### config.mk
export PLATFORM = sky130hd
export DESIGN_NAME = decoder_scan_sequencer
export DESIGN_NICKNAME = d
export VERILOG_FILES = /design/src/rtl/decoder_scan_sequencer.sv
export SDC_FILE = /design/constraint.sdc
export NUM_CORES = 1
export LEC_CHECK = 0
export ABC_AREA = 1
export CORE_MARGIN = 1
export CORE_UTILIZATION = 35
export CTS_CLUSTER_DIAMETER = 200
export CTS_CLUSTER_SIZE = 14
export DETAILED_ROUTE_END_ITERATION = 8
export HOLD_SLACK_MARGIN = 0.08
export PLACE_DENSITY_LB_ADDON = 0.2
export SKIP_CTS_REPAIR_TIMING = 1
export SLEW_MARGIN = 20
export SYNTH_ARGS = -nofsm -noshare
export SYNTH_HDL_FRONTEND = slang
export SYNTH_SLANG_ARGS = --single-unit
### constraint.sdc
create_clock -name clk -period 1.58 [get_ports clk]
set_clock_uncertainty 0.15 [all_clocks]
set_input_delay 0.158 -clock clk [delete_from_list [all_inputs] [get_ports clk]]
set_output_delay 0.158 -clock clk [all_outputs]
set_load 0.05 [all_outputs]
### src/rtl/decoder_scan_sequencer.sv
// Scan sequencer for a 3-to-8 decoder: walks select codes 000..111, holding each for DWELL cycles.
// Single sweep ends with a one-cycle DONE; continuous mode wraps until stopped.
module decoder_scan_sequencer #(
  parameter int unsigned DWELL = 2
) (
  input  logic clk,
  input  logic rst,
  input  logic start,
  input  logic stop,
  input  logic mode,
  output logic dcodeing,
  output logic input2,
  output logic input1,
  output logic input0,
  output logic busy,
  output logic done
);

  typedef enum logic [1:0] {
    IDLE = 2'd0,
    SCAN = 2'd1,
    DONE = 2'd2
  } state_t;

  localparam logic [7:0] LAST_COUNT = 8'(DWELL - 1);

  state_t     state_q, state_d;
  logic [7:0] cnt_q, cnt_d;
  logic [2:0] sel_q, sel_d;
  logic       mode_q, mode_d;
  logic       en_q, en_d;
  logic       busy_q, busy_d;
  logic       done_q, done_d;

  // NOTE: sequential state uses non-blocking assignments so every register samples pre-edge values.
  always_ff @(posedge clk) begin
    if (rst) begin
      state_q <= IDLE;
      cnt_q   <= '0;
      sel_q   <= '0;
      mode_q  <= 1'b0;
      en_q    <= 1'b0;
      busy_q  <= 1'b0;
      done_q  <= 1'b0;
    end else begin
      state_q <= state_d;
      cnt_q   <= cnt_d;
      sel_q   <= sel_d;
      mode_q  <= mode_d;
      en_q    <= en_d;
      busy_q  <= busy_d;
      done_q  <= done_d;
    end
  end

  // NOTE: every comb output is defaulted to its held value first so no path infers a latch.
  always_comb begin
    state_d = state_q;
    cnt_d   = cnt_q;
    sel_d   = sel_q;
    mode_d  = mode_q;
    case (state_q)
      IDLE: begin
        if (start && !stop) begin
          state_d = SCAN;
          mode_d  = mode;
          cnt_d   = '0;
          sel_d   = '0;
        end
      end
      SCAN: begin
        // stop outranks the dwell/wrap event on the same edge
        if (stop) begin
          state_d = IDLE;
          cnt_d   = '0;
          sel_d   = '0;
        end else if (cnt_q == LAST_COUNT) begin
          cnt_d = '0;
          sel_d = sel_q + 3'd1;
          if (sel_q == 3'd7 && !mode_q) begin
            state_d = DONE;
          end
        end else begin
          cnt_d = cnt_q + 8'd1;
        end
      end
      DONE: begin
        state_d = IDLE;
        cnt_d   = '0;
        sel_d   = '0;
      end
      default: begin
        state_d = IDLE;
        cnt_d   = '0;
        sel_d   = '0;
      end
    endcase
  end

  // Outputs are decoded from the next state and registered, so they never glitch between edges.
  always_comb begin
    en_d   = (state_d == SCAN);
    busy_d = (state_d != IDLE);
    done_d = (state_d == DONE);
  end

  assign dcodeing                 = en_q;
  assign {input2, input1, input0} = sel_q;
  assign busy                     = busy_q;
  assign done                     = done_q;

endmodule

# Word-level counts from Yosys, hierarchy flattened
# Cells that the tools add are included.
# Widths: inputs -> output; s select.
# classes
n_addsub	2
eq_ne	7
muxes	13
reduce_logical	8
# ops
operator	count
$mux 8	3
$pmux 8 s2	1
$mux 3	3
$add 8x1->8 const B	1
$eq 8x1->1 const B	1
$mux 2	4
$pmux 3 s2	1
$eq 2x1->1 const B	2
$pmux 2 s2	1
$reduce_and 2->1	2
$add 3x1->3 const B	1
$eq 3x3->1 const B	1
$ne 3x3->1 const B	1
$eq 2x2->1 const B	1
$logic_and 1x1->1	2
$logic_not 1->1	2
$logic_not 2->1	1
$ne 2x2->1 const B	1
$reduce_bool 2->1	1
# totals
ff_bits	17
in_bits	5
output_inout_bits	6
wordCells	37

# Longest topological paths before layout
# Gate-level depths: netlist (run 1).
# depth
word_depth	7
mapped_depth	10
ltp_nobuf	10

# Worst setup path before layout (run 1)
# OpenSTA, ideal clock, no wires.
# synth_timing
path_type	register to register
start	reg sel_q[0]
end	reg en_q (netlist: dcodeing)
setup_time_ps	126
arrival_ps	1335
required_time_ps	1304
path_slack_ps	-31
path_stages_with_launch	6
path_buffers	0
synth_period_minus_slack_ps	1611
path_cell_list	dfxtp_1 > ha_1 > ha_1 > nand2_1 > o21ai_0 > a21oi_1
# synth_via
elab_chain_cells	7
# synth_lines
item	line	source
start, declared	29	logic [2:0] sel_q, sel_d;
start signal, assigned	48	sel_q <= sel_d;
$eq 3x3->1	80	if (sel_q == 3'd7 && !mode_q) begin
$logic_and 1x1->1	80	
$mux 2	80	
$mux 2	77	end else if (cnt_q == LAST_COUNT) begin
$mux 2	73	if (stop) begin
$pmux 2 s2	62	case (state_q)
$eq 2x1->1	102	en_d = (state_d == SCAN);
end signal, assigned	50	en_q <= en_d;
end, declared	31	logic en_q, en_d;
# Every way passes these cells.
# A chain may end at the register's enable or synchronous reset.

# Worst setup path in the final report (run 1)
# layout_timing
start	reg cnt_q[0]
end	reg state_q[0]
# layout_via
elab_chain_cells	4
# layout_lines
item	line	source
start, declared	28	logic [7:0] cnt_q, cnt_d;
start signal, assigned	47	cnt_q <= cnt_d;
$eq 8x1->1	77	
$mux 2	77	
$mux 2	73	
$pmux 2 s2	62	
end signal, assigned	46	state_q <= state_d;
end, declared	27	state_t state_q, state_d;
# Every way passes these cells.

==> parameters.txt, run 1 <==
Parameter                              Value

Layout
  Post-layout nets ... 149
  Footprint of the multi-input gates ... 455 sq um
  Sequential cell area ... between 300 and 400 sq um
  Number of diodes added for antenna fixing ... 0
  Finished Cell Area ... around 1100 sq um
  Synthesis-to-finish area growth ... 18.5%
  Share of layout cells above drive strength 1 ... 23.7%
  Fill cell count ... 236

Timing
  Setup repair after global routing missed its margin ... no
  Count of final hold-check violations ... 0
  Relative slew margins ... 83.2%
  Max frequency ... 690 MHz
  Setup TNS after final layout ... 0 ps
  Tightest Pin Transition ... 250 ps
  Fin Hold WS ... 310 ps
  Crit share post-route ... 91.8%
  Pins over their slew limit ... 0
  Min Clock Period, post-route ... 1450 ps
  Endpoints failing setup ... 0

Routing
  Final wirelength ... 1720 um
  Vias ... 770
  Number of nets still failing antenna checks after routing ... 0
  Count of TritonRoute iterations in the first routing pass ... 4
  First DRT Iteration DRCs ... 5
  Residual DRC count ... 0
  DR vias/cell ... 4.61
  Routed length per instance ... 10.3 um

GRT
  Global-route wire length before repair ... about 2800 um
  Total Routing Usage GR ... 14.2%
  Maximum number of pins on one net before global-route repair ... 10
  Number of global-route vias before repair ... 680
  Initial antenna violation count ... 0
  GR Overflow Total ... 0

Setup path
  CP delay by family, top ... flip-flops
  Arrival time worst endpoint ... 1470 ps
  Required time worst endpoint ... 1600 ps
  Classification of the worst setup path ... register to register
  Category of the worst setup path capture point ... register
  Sum of buffers and inverters on the critical path ... 0
  Crit start category ... register
  Slowest cell on the critical path ... sky130_fd_sc_hd__dfxtp_1
  CP Max Fanout ... 4
  Cell-by-cell trace of the critical path ... ha_1, nand2_1, nor2_2, nand2_2, o21ai_0, a21oi_1
  Slowest stage delay, CP ... slightly below 400 ps

Logic synthesis
  Dominant synthesized flop cell ... sky130_fd_sc_hd__dfxtp_1
  Area share of and/or/nand/nor cells after synthesis ... approximately 34%
  Total number of yosys warnings ... 0
  Net count after synthesis ... 133
  Flip-flop and latch count after synthesis ... 17
  Post-Syn Area per Cell ... about 7.2 sq um
  Share of the synthesized area in the top cell type ... 38.1%
  Combinational family with the most area after synthesis ... simple AND/OR/NAND/NOR gates
  Most area-consuming cells after synthesis ... sky130_fd_sc_hd__dfxtp_1 (38%), sky130_fd_sc_hd__nand2_1 (11%), sky130_fd_sc_hd__inv_1 (7.2%)
  EDFF count, synth ... 0
  Library cell with the largest summed area after synthesis ... sky130_fd_sc_hd__dfxtp_1
  Mux cell area share after synthesis ... 0%
  Combined area of all synthesized cells ... 892 sq um
  Share of synthesized registers carrying an async set or reset ... 0%
  Synthesized instance count ... about 120
  Count leader, synth ... sky130_fd_sc_hd__nand2_1
  Fraction of synthesized cell area in xor and xnor cells ... 1.96%
  Proportion of synthesized chip area in sequential cells ... roughly two fifths
  Complex-gate fraction of the synthesized area ... under 10%
  Commonest cells in the synthesized netlist ... sky130_fd_sc_hd__nand2_1 (27), sky130_fd_sc_hd__dfxtp_1 (17), sky130_fd_sc_hd__inv_1 (17), sky130_fd_sc_hd__nor2_1 (14), sky130_fd_sc_hd__a21oi_1 (7)
  Post-Synth Adder-Cell Area ... between 5 and 6%
  Number of distinct library cells after synthesis ... 21

Clock tree
  Clock latency on the worst-skew pair ... 290 ps
  Number of buffers created by CTS ... 3
  Cell at the root of the clock tree ... sky130_fd_sc_hd__clkbuf_4
  Number of levels in the clock H-tree ... 1
  CTS tree ... built
  Clock edge transition at the registers on the reported setup and hold paths ... ~100 ps
  Clock Path Buffers ... 2
  TritonCTS sink count ... 17

Die
  Area of the die ... 2750 sq um
  Number of top-level pins ... 11
  Initial cell density of the core ... 38.8%
  Cell Rows ... 17
  Core area ... around 2300 sq um
  Height of the die ... 52.5 um
  Die W ... roughly 52 um

Placed design
  HPWL Detailed ... about 1400 um
  Total placed instance area ... about 1000 sq um
  Port Buffers ... 10
  Global placement routability congestion ... 0.731

Power
  Combinational Power Share ... 19.2%
  Portion of total power attributed to the clock network ... 27.1%
  Switching Share ... roughly 29%
  Power density normalized to cell area ... slightly above 800 nW/um^2
  Power dissipated by switching net loads ... 0.247 mW
  Cell-internal power ... 0.605 mW
  Leakage power summed over all cells ... 0.487 nW
  Worst voltage drop across the vdd grid ... approximately 0.47 mV
  Flop pwr share ... 53.7%

Status
  Outcome ... complete, no violations

Job
  Maxcap violations ... 0

Min path
  Kind of path behind the tightest hold check ... register to register
## cell usage in the layout, fill, tap and decap left out, drive strengths merged
| master | instances |
|---|---|
| a21oi | 9 |
| buf | 8 |
| clkbuf | 4 |
| clkdlybuf4s50 | 4 |
| dfxtp | 17 |
| ha | 4 |
| inv | 22 |
| nand2 | 33 |
| nand3 | 5 |
| nand4 | 3 |
| nor2 | 20 |
| nor3 | 1 |
| o211ai | 1 |
| o21ai | 5 |
| or2 | 1 |
| xor2 | 2 |
## cell type report
type	instances	share of cell area (%)
inverter	22	8.05
clock buffer	4	2.49
multi-input combinational	84	43.1
sequential	17	32.4
timing repair buffer	12	10.7
tap	28	3.31
## worst reg2reg max path, delay by kind of cell, from the launching register on
kind | cells | cell delay, ps
AO/OA/AOI/OAI | 2 | 340
AND/OR/NAND/NOR | 3 | 260
adder cells (fa/ha/maj) | 1 | 190
flip-flops | 1 | 390
## state kept, by name (all words and copies together), names as in the netlist
name      flops
state_q       2
dcodeing      1
mode_q        1
cnt_q         8
sel_q         3
busy          1
done          1
## worst paths after layout
check | to | depth (start not counted) | slack, ps | startpoint
setup / recovery | state_q[0]$_SDFF_PP0_ | 6 | 130 | cnt_q[0]$_SDFFE_PP0P_
hold / removal | mode_q$_SDFFE_PP0P_ | 2 | 310 | mode_q$_SDFFE_PP0P_
setup reg to reg | state_q[0]$_SDFF_PP0_ | 6 | 130 | cnt_q[0]$_SDFFE_PP0P_
hold reg to reg | mode_q$_SDFFE_PP0P_ | 2 | 310 | mode_q$_SDFFE_PP0P_
## per-stage QoR
| stage | instances | util, % | setup slack [ps] | total power [mW] |
|---|---|---|---|---|
| floorplan | 124 | - | 124 | 0.581 |
| global placement | 163 | 44.9 | 66.3 | 0.630 |
| detailed placement | 163 | 44.9 | 33.8 | 0.633 |
| CTS | 167 | 46.0 | 121 | 0.869 |
| global route | 167 | 46.0 | 5.89 | 0.902 |
| finish | 167 | 46.0 | 130 | 0.852 |
## routing by layer
layer	part of all wire [%]	GRT usage, %	up-vias
met5	0	0	-
met1	46	16.0	335
met2	47	25.3	17
met3	6.5	4.64	3
met4	0.52	3.95	0
li1	-	-	415
## cell families after synthesis
kind of cell | after synthesis
simple gates | 63
flops | 17
fa+ha+maj | 4
compound gates | 15
xor+xnor | 2
buf+inv | 23
## power groups by stage
| stage | logic [mW] | registers [mW] | clock network (mW) |
|---|---|---|---|
| 3_3_place_gp | 0.163 | 0.467 | 0 |
| 2_1_floorplan | 0.0832 | 0.498 | 0 |
| 4_1_cts | 0.166 | 0.458 | 0.245 |
| 5_1_grt | 0.181 | 0.459 | 0.262 |
| 6_report | 0.164 | 0.457 | 0.231 |
| 3_5_place_dp | 0.165 | 0.468 | 0 |
Note: power is estimated with default switching activity, not from simulation.
==> inputs of run 2 (changes only) <==
==> constraint.sdc (replaced) <==
create_clock -name clk -period 1.58 [get_ports clk]
set_clock_uncertainty 0.15 [all_clocks]
set_input_delay 0.158 -clock clk [delete_from_list [all_inputs] [get_ports clk]]
set_output_delay 0.158 -clock clk [all_outputs]
set_load 0.1 [all_outputs]
==> run 2 against run 1 <==
Net effect: total power up 7.8%; wire length rose by 3.4%; critical endpoint is now cnt_q[5]$_SDFFE_PP0P_; critical path type unchanged; sequential power increased by 1%.
==> parameters.txt, run 2 (synthesis results as in run 1) <==
Parameter                              Value

Clock tree
  Cell at the root of the clock tree ... sky130_fd_sc_hd__clkbuf_4 (unchanged)
  TritonCTS sink count ... 17 (unchanged)
  Clock Path Buffers ... 2 (unchanged)
  CTS tree ... built (unchanged)
  Number of levels in the clock H-tree ... 1 (unchanged)
  Clock edge transition at the registers on the reported setup and hold paths ... 100 ps (about the same)
  Number of buffers created by CTS ... 3 (unchanged)
  Clock latency on the worst-skew pair ... 290 ps (about the same)

Setup path
  Slowest stage delay, CP ... 390 ps (about the same)
  Arrival time worst endpoint ... 1480 ps (was 1470 ps)
  Category of the worst setup path capture point ... register (unchanged)
  Required time worst endpoint ... 1620 ps (was 1600 ps)
  Cell-by-cell trace of the critical path ... ha_1, nand2_1, nor2_2, nand2_2, nand2_4, nand2_4, nand2_4, nor2_1 (was ha_1, nand2_1, nor2_2, nand2_2, o21ai_0, a21oi_1)
  CP Max Fanout ... 6 (was 4)
  Slowest cell on the critical path ... sky130_fd_sc_hd__dfxtp_1 (unchanged)
  Most used cell along the critical path ... sky130_fd_sc_hd__nand2_4
  Crit start category ... register (unchanged)
  Classification of the worst setup path ... register to register (unchanged)

Layout
  Max reg flops ... 8 (unchanged)
  Commonest cells after routing, fill and taps aside ... sky130_fd_sc_hd__nand2_1 (27), sky130_fd_sc_hd__inv_1 (17), sky130_fd_sc_hd__nor2_1 (14), sky130_fd_sc_hd__dfxtp_1 (14) (was sky130_fd_sc_hd__nand2_1 (27), sky130_fd_sc_hd__inv_1 (17), sky130_fd_sc_hd__dfxtp_1 (15), sky130_fd_sc_hd__nor2_1 (14))
  Most common cell after layout, fill and taps aside ... sky130_fd_sc_hd__nand2_1 (unchanged)
  Synthesis-to-finish area growth ... 27.6% (was 18.5%)
  Share of layout cells above drive strength 1 ... 24.5% (was 23.7%)
  Reg with most FFs ... cnt_q (unchanged)
  Regs by FF count ... cnt_q (8), sel_q (3), state_q (2) (unchanged)
  Number of diodes added for antenna fixing ... 0 (unchanged)
  Post-layout nets ... 149 (unchanged)
  Final non-filler cell total ... 167 (unchanged)
  Fill cell count ... 238 (was 236)

Power
  Power density normalized to cell area ... 807 nW/um^2 (was 806 nW/um^2)
  Leakage power summed over all cells ... 0.507 nW (was 0.487 nW)
  Worst voltage drop across the vdd grid ... 0.460 mV (was 0.472 mV)

Timing
  Pins over their slew limit ... 0 (unchanged)
  Setup repair after global routing missed its margin ... no (unchanged)
  Crit share post-route ... 91.0% (was 91.8%)
  Tightest Pin Transition ... 256 ps (was 250 ps)
  Max frequency ... 695 MHz (was 690 MHz)
  Setup TNS after final layout ... 0 ps (unchanged)
  Min Clock Period, post-route ... 1440 ps (was 1450 ps)
  Relative slew margins ... 82.9% (was 83.2%)
  Endpoints failing setup ... 0 (unchanged)
  Count of final hold-check violations ... 0 (unchanged)

Die
  Area of the die ... 2750 sq um (unchanged)
  Cell Rows ... 17 (unchanged)
  Core area ... 2300 sq um (unchanged)
  Height of the die ... 52.5 um (unchanged)
  Die W ... 52.5 um (unchanged)
  Initial cell density of the core ... 38.8% (unchanged)
  Number of top-level pins ... 11 (unchanged)

Placed design
  Port Buffers ... 10 (unchanged)
  HPWL Detailed ... 1440 um (was 1370 um)
  Global placement routability congestion ... 0.768 (was 0.731)
  Total instance count after detailed placement ... 163 (unchanged)

GRT
  GR Overflow Total ... 0 (unchanged)
  Initial antenna violation count ... 0 (unchanged)
  Global-route wire length before repair ... 2870 um (was 2840 um)
  Total Routing Usage GR ... 14.6% (was 14.2%)
  Number of global-route vias before repair ... 675 (was 680)
  Maximum number of pins on one net before global-route repair ... 10 (unchanged)

Status
  Outcome ... complete, no violations (unchanged)

Routing
  Final wirelength ... 1780 um (was 1720 um)
  Routed length per instance ... 10.6 um (was 10.3 um)
  Count of TritonRoute iterations in the first routing pass ... 4 (unchanged)
  Residual DRC count ... 0 (unchanged)
  Vias ... 771 (was 770)
  First DRT Iteration DRCs ... 9 (was 5)
  Number of nets still failing antenna checks after routing ... 0 (unchanged)
  DR vias/cell ... 4.62 (was 4.61)

Job
  Maxcap violations ... 0 (unchanged)

Min path
  Kind of path behind the tightest hold check ... register to register (unchanged)
## run 2: report_power, final
| part | leakage [nW] | internal, mW | switching, mW |
|---|---|---|---|
| Sequential | 0.140 | 0.445 | 0.0166 |
| Combinational | 0.352 | 0.0840 | 0.139 |
| Clock | 0.0150 | 0.0981 | 0.136 |
## run 2: worst paths after layout
| kind | end | cells after the start | startpoint | slack [ps] |
|---|---|---|---|---|
| min | mode_q$_SDFFE_PP0P_ | 2 | mode_q$_SDFFE_PP0P_ | 320 |
| min reg2reg | mode_q$_SDFFE_PP0P_ | 2 | mode_q$_SDFFE_PP0P_ | 320 |
| max | cnt_q[5]$_SDFFE_PP0P_ | 8 | cnt_q[0]$_SDFFE_PP0P_ | 140 |
| max reg2reg | cnt_q[5]$_SDFFE_PP0P_ | 8 | cnt_q[0]$_SDFFE_PP0P_ | 140 |
## run 2: worst max-delay path, delay by kind of cell, from the launching register on
family | cells | cell delay [ps]
fa+ha+maj | 1 | 200
flops | 1 | 390
simple gates | 7 | 600
## run 2: layer usage
layer,up-vias,GRT usage [%],wire (um)
li1,416,-,-
met1,341,17.6,869
met2,10,24.3,842
met3,4,3.48,44
met4,0,6.58,19
met5,-,0,0
## run 2: area by class of cell
type                       count  area (sq um)  area share [%]
tap                           28          35.0            3.08
multi-input combinational     84           455            40.0
clock buffer                   4          26.3            2.31
sequential                    17           349            30.7
timing repair buffer          12           188            16.5
inverter                      22          85.1            7.47
## run 2: through the flow
step	hold slack, ps	power [mW]	worst slack, ps	cell area (sq um)	util (%)
floorplan	77.1	0.615	100	901	-
global placement	294	0.691	54.3	1110	48.4
detailed placement	306	0.696	15.8	1110	48.4
CTS	322	0.934	126	1140	49.6
global route	354	0.966	22.5	1140	49.6
finish	315	0.919	142	1140	49.6
==> inputs of run 3 (changes only) <==
--- a/config.mk
+++ b/config.mk
@@ -5,7 +5,7 @@
 export SDC_FILE = /design/constraint.sdc
 export NUM_CORES = 1
 export LEC_CHECK = 0
-export ABC_AREA = 1
+export ABC_AREA = 0
 export CORE_MARGIN = 1
 export CORE_UTILIZATION = 35
 export CTS_CLUSTER_DIAMETER = 200
==> run 3 against run 2 <==
Net effect: the run now ends with setup timing left; design area increased by 7.0%; sequential power decreased by 4%; die area decreased by 11%; cell count decreased by 14%; sequential share of layout area decreased by 1.5 points; clock power about the same; wire length increased by 1.5%; combinational power decreased by 31%; register-to-register slack got worse by 160 ps; synthesized area decreased by 12%.
==> parameters.txt, run 3 <==
Parameter                              Value

GRT
  Total Routing Usage GR ... 15.4% (was 14.6%)
  GR Overflow Total ... 0 (unchanged)
  Initial antenna violation count ... 0 (unchanged)
  Number of global-route vias before repair ... 658 (was 675)
  Global-route wire length before repair ... 2890 um (was 2870 um)
  Maximum number of pins on one net before global-route repair ... 11 (was 10)

Layout
  Reg with most FFs ... cnt_q (unchanged)
  Synthesis-to-finish area growth ... 54.6% (was 27.6%)
  Commonest cells after routing, fill and taps aside ... sky130_fd_sc_hd__buf_4 (18), sky130_fd_sc_hd__nor2_1 (13), sky130_fd_sc_hd__dfxtp_1 (9) (was sky130_fd_sc_hd__nand2_1 (27), sky130_fd_sc_hd__inv_1 (17), sky130_fd_sc_hd__nor2_1 (14), sky130_fd_sc_hd__dfxtp_1 (14))
  Footprint of the multi-input gates ... 480 sq um (was 455 sq um)
  Post-layout nets ... 127 (was 149)
  Share of layout cells above drive strength 1 ... 42.7% (was 24.5%)
  Fill cell count ... 184 (was 238)
  Regs by FF count ... cnt_q (8), sel_q (3), state_q (2) (unchanged)
  Sequential cell area ... 355 sq um (was 349 sq um)
  Most common cell after layout, fill and taps aside ... sky130_fd_sc_hd__buf_4 (was sky130_fd_sc_hd__nand2_1)
  Finished Cell Area ... 1220 sq um (was 1140 sq um)
  Number of diodes added for antenna fixing ... 0 (unchanged)
  Final non-filler cell total ... 144 (was 167)
  Max reg flops ... 8 (unchanged)

Setup path
  Category of the worst setup path capture point ... register (unchanged)
  Slowest stage delay, CP ... 400 ps (was 390 ps)
  Cell-by-cell trace of the critical path ... inv_2, ha_4, nor4b_4, a21oi_2, or4_1, a21oi_1 (was ha_1, nand2_1, nor2_2, nand2_2, nand2_4, nand2_4, nand2_4, nor2_1)
  Slowest cell on the critical path ... sky130_fd_sc_hd__or4_1 (was sky130_fd_sc_hd__dfxtp_1)
  Required time worst endpoint ... 1650 ps (was 1620 ps)
  Crit start category ... register (unchanged)
  Classification of the worst setup path ... register to register (unchanged)
  Arrival time worst endpoint ... 1670 ps (was 1480 ps)
  CP Max Fanout ... 3 (was 6)

Logic synthesis
  Most area-consuming cells after synthesis ... sky130_fd_sc_hd__dfxtp_1 (43%), sky130_fd_sc_hd__nor2_1 (6.7%), sky130_fd_sc_hd__xnor2_1 (6.7%) (was sky130_fd_sc_hd__dfxtp_1 (38%), sky130_fd_sc_hd__nand2_1 (11%), sky130_fd_sc_hd__inv_1 (7.2%))
  Count leader, synth ... sky130_fd_sc_hd__dfxtp_1 (was sky130_fd_sc_hd__nand2_1)
  Synthesized instance count ... 86 (was 124)
  Share of the synthesized area in the top cell type ... 43.2% (was 38.1%)
  Flip-flop and latch count after synthesis ... 17 (unchanged)
  EDFF count, synth ... 0 (unchanged)
  Proportion of synthesized chip area in sequential cells ... 43.2% (was 38.1%)
  Number of distinct library cells after synthesis ... 27 (was 21)
  Total number of yosys warnings ... 0 (unchanged)
  Combined area of all synthesized cells ... 788 sq um (was 892 sq um)
  Share of synthesized registers carrying an async set or reset ... 0% (unchanged)
  Dominant synthesized flop cell ... sky130_fd_sc_hd__dfxtp_1 (unchanged)
  Net count after synthesis ... 95 (was 133)
  Commonest cells in the synthesized netlist ... sky130_fd_sc_hd__dfxtp_1 (17), sky130_fd_sc_hd__nor2_1 (14), sky130_fd_sc_hd__a21oi_1 (6), sky130_fd_sc_hd__xnor2_1 (6) (was sky130_fd_sc_hd__nand2_1 (27), sky130_fd_sc_hd__dfxtp_1 (17), sky130_fd_sc_hd__inv_1 (17), sky130_fd_sc_hd__nor2_1 (14), sky130_fd_sc_hd__a21oi_1 (7))
  Post-Syn Area per Cell ... 9.17 sq um (was 7.19 sq um)
  Library cell with the largest summed area after synthesis ... sky130_fd_sc_hd__dfxtp_1 (unchanged)

Placed design
  Total placed instance area ... 1120 sq um (was 1110 sq um)
  Total instance count after detailed placement ... 139 (was 163)
  Port Buffers ... 10 (unchanged)
  Global placement routability congestion ... 0.767 (was 0.768)
  HPWL Detailed ... 1350 um (was 1440 um)

Min path
  Kind of path behind the tightest hold check ... input port to register (was register to register)

Routing
  Total length of routed met3 wires ... 47 um (was 44 um)
  Final wirelength ... 1800 um (was 1780 um)
  Vias ... 710 (was 771)
  Met2 wire len ... 847 um (was 842 um)
  Count of TritonRoute iterations in the first routing pass ... 4 (unchanged)
  Number of nets still failing antenna checks after routing ... 0 (unchanged)
  DR vias/cell ... 4.93 (was 4.62)
  Highest metal layer with signal wires ... met4 (unchanged)
  Residual DRC count ... 0 (unchanged)
  Met1 Routed Length ... 889 um (was 869 um)
  Routed length per instance ... 12.5 um (was 10.6 um)
  First DRT Iteration DRCs ... 19 (was 9)

Power
  Power density normalized to cell area ... 686 nW/um^2 (was 807 nW/um^2)
  Combinational Power Share ... 18.5% (was 24.2%)
  Switching Share ... 27.8% (was 31.7%)
  Power dissipated by switching net loads ... 0.232 mW (was 0.292 mW)
  Portion of total power attributed to the clock network ... 28.3% (was 25.5%)
  Worst voltage drop across the vdd grid ... 0.729 mV (was 0.460 mV)
  Cell-internal power ... 0.604 mW (was 0.627 mW)
  Leakage power summed over all cells ... 0.448 nW (was 0.507 nW)
  Flop pwr share ... 53.2% (was 50.3%)

Die
  Die W ... 49.5 um (was 52.5 um)
  Core area ... 2040 sq um (was 2300 sq um)
  Number of top-level pins ... 11 (unchanged)
  Height of the die ... 49.5 um (was 52.5 um)
  Cell Rows ... 16 (was 17)
  Initial cell density of the core ... 38.6% (was 38.8%)
  Area of the die ... 2450 sq um (was 2750 sq um)

Timing
  Relative slew margins ... 63.0% (was 82.9%)
  Pins over their slew limit ... 0 (unchanged)
  Endpoints failing setup ... 1 (was 0)
  Tightest Pin Transition ... 554 ps (was 256 ps)
  Crit share post-route ... 101% (was 91.0%)
  Setup TNS after final layout ... -20.3 ps (was 0 ps)
  Min Clock Period, post-route ... 1600 ps (was 1440 ps)
  Fin Hold WS ... 350 ps (was 315 ps)
  Max frequency ... 625 MHz (was 695 MHz)
  Setup repair after global routing missed its margin ... yes (was no)
  Fin worst setup slack ... -20.3 ps (was 142 ps)
  Count of final hold-check violations ... 0 (unchanged)

Clock tree
  TritonCTS sink count ... 17 (unchanged)
  Clock edge transition at the registers on the reported setup and hold paths ... 110 ps (was 100 ps)
  Cell at the root of the clock tree ... sky130_fd_sc_hd__clkbuf_4 (unchanged)
  Number of buffers created by CTS ... 3 (unchanged)
  Clock latency on the worst-skew pair ... 290 ps (about the same)
  Clock Path Buffers ... 2 (unchanged)
  Number of levels in the clock H-tree ... 1 (unchanged)
  CTS tree ... built (unchanged)

Status
  Failing checks ... setup timing
  Outcome ... complete, but fails checks (was complete, no violations)

Job
  Maxcap violations ... 0 (unchanged)
==> run 3: cell types whose count changed in the layout (fill, tap and decap cells not counted), sizes merged, moves of 3 or more <==
cell    previous run  this run
nor3               1         4
nand2             33         4
a211oi             0         4
buf                8        25
xnor2              0         6
inv               22         4
a21oi              9         6
nand3              5         2
nor2              20        14
==> run 3: kinds of logic after synthesis <==
logic type	synth area share (%)
flops	43.2
buf+inv	3.01
simple gates	23.8
compound gates	15.7
fa+ha+maj	6.35
mux	1.27
xor+xnor	6.67
==> run 3: area by class of cell <==
class                      count  share of cell area [%]
timing repair buffer          29                    25.2
tap                           27                    2.77
clock buffer                   3                    1.85
multi-input combinational     63                    39.4
inverter                       4                    1.23
sequential                    17                    29.2
clock inverter                 1                   0.411
==> run 3: power by group through the flow <==
stage	sequential [mW]	combinational, mW	clock [mW]
global placement	0.452	0.139	0
CTS	0.443	0.141	0.244
detailed placement	0.452	0.140	0
floorplan	0.476	0.0541	0
global route	0.446	0.164	0.260
finish	0.445	0.154	0.237
==> run 3: critical path, delay by kind of cell (launching register included) <==
family | cells | cell delay, ps
AND/OR/NAND/NOR | 2 | 660
flip-flops | 1 | 340
AO/OA/AOI/OAI | 2 | 220
adder cells (fa/ha/maj) | 1 | 110
buffers and inverters | 1 | 60
==> run 3: stage by stage <==
stage | setup WS [ps] | utilization (%) | power [mW]
after floorplan | 9.96 | - | 0.530
after global placement | -263 | 55.0 | 0.591
after detailed placement | -304 | 55.0 | 0.592
after CTS | -98.4 | 56.3 | 0.828
after global routing | -66.4 | 59.7 | 0.871
final | -20.3 | 59.7 | 0.836
==> run 3: worst paths after layout <==
path	start	endpoint	slack [ps]	cells after the start
min reg2reg	sel_q[2]$_SDFFE_PP0P_	sel_q[2]$_SDFFE_PP0P_	370	2
min	mode	mode_q$_SDFFE_PP0P_	350	3
max reg2reg	cnt_q[1]$_SDFFE_PP0P_	sel_q[0]$_SDFFE_PP0P_	-20	6
max	cnt_q[1]$_SDFFE_PP0P_	sel_q[0]$_SDFFE_PP0P_	-20	6
==> run 3: metal layers <==
metal  GRT usage, %  up-vias
met4           4.29        0
met5              0        -
met3           3.09        2
li1               -      368
met2           25.1       10
met1           20.5      330
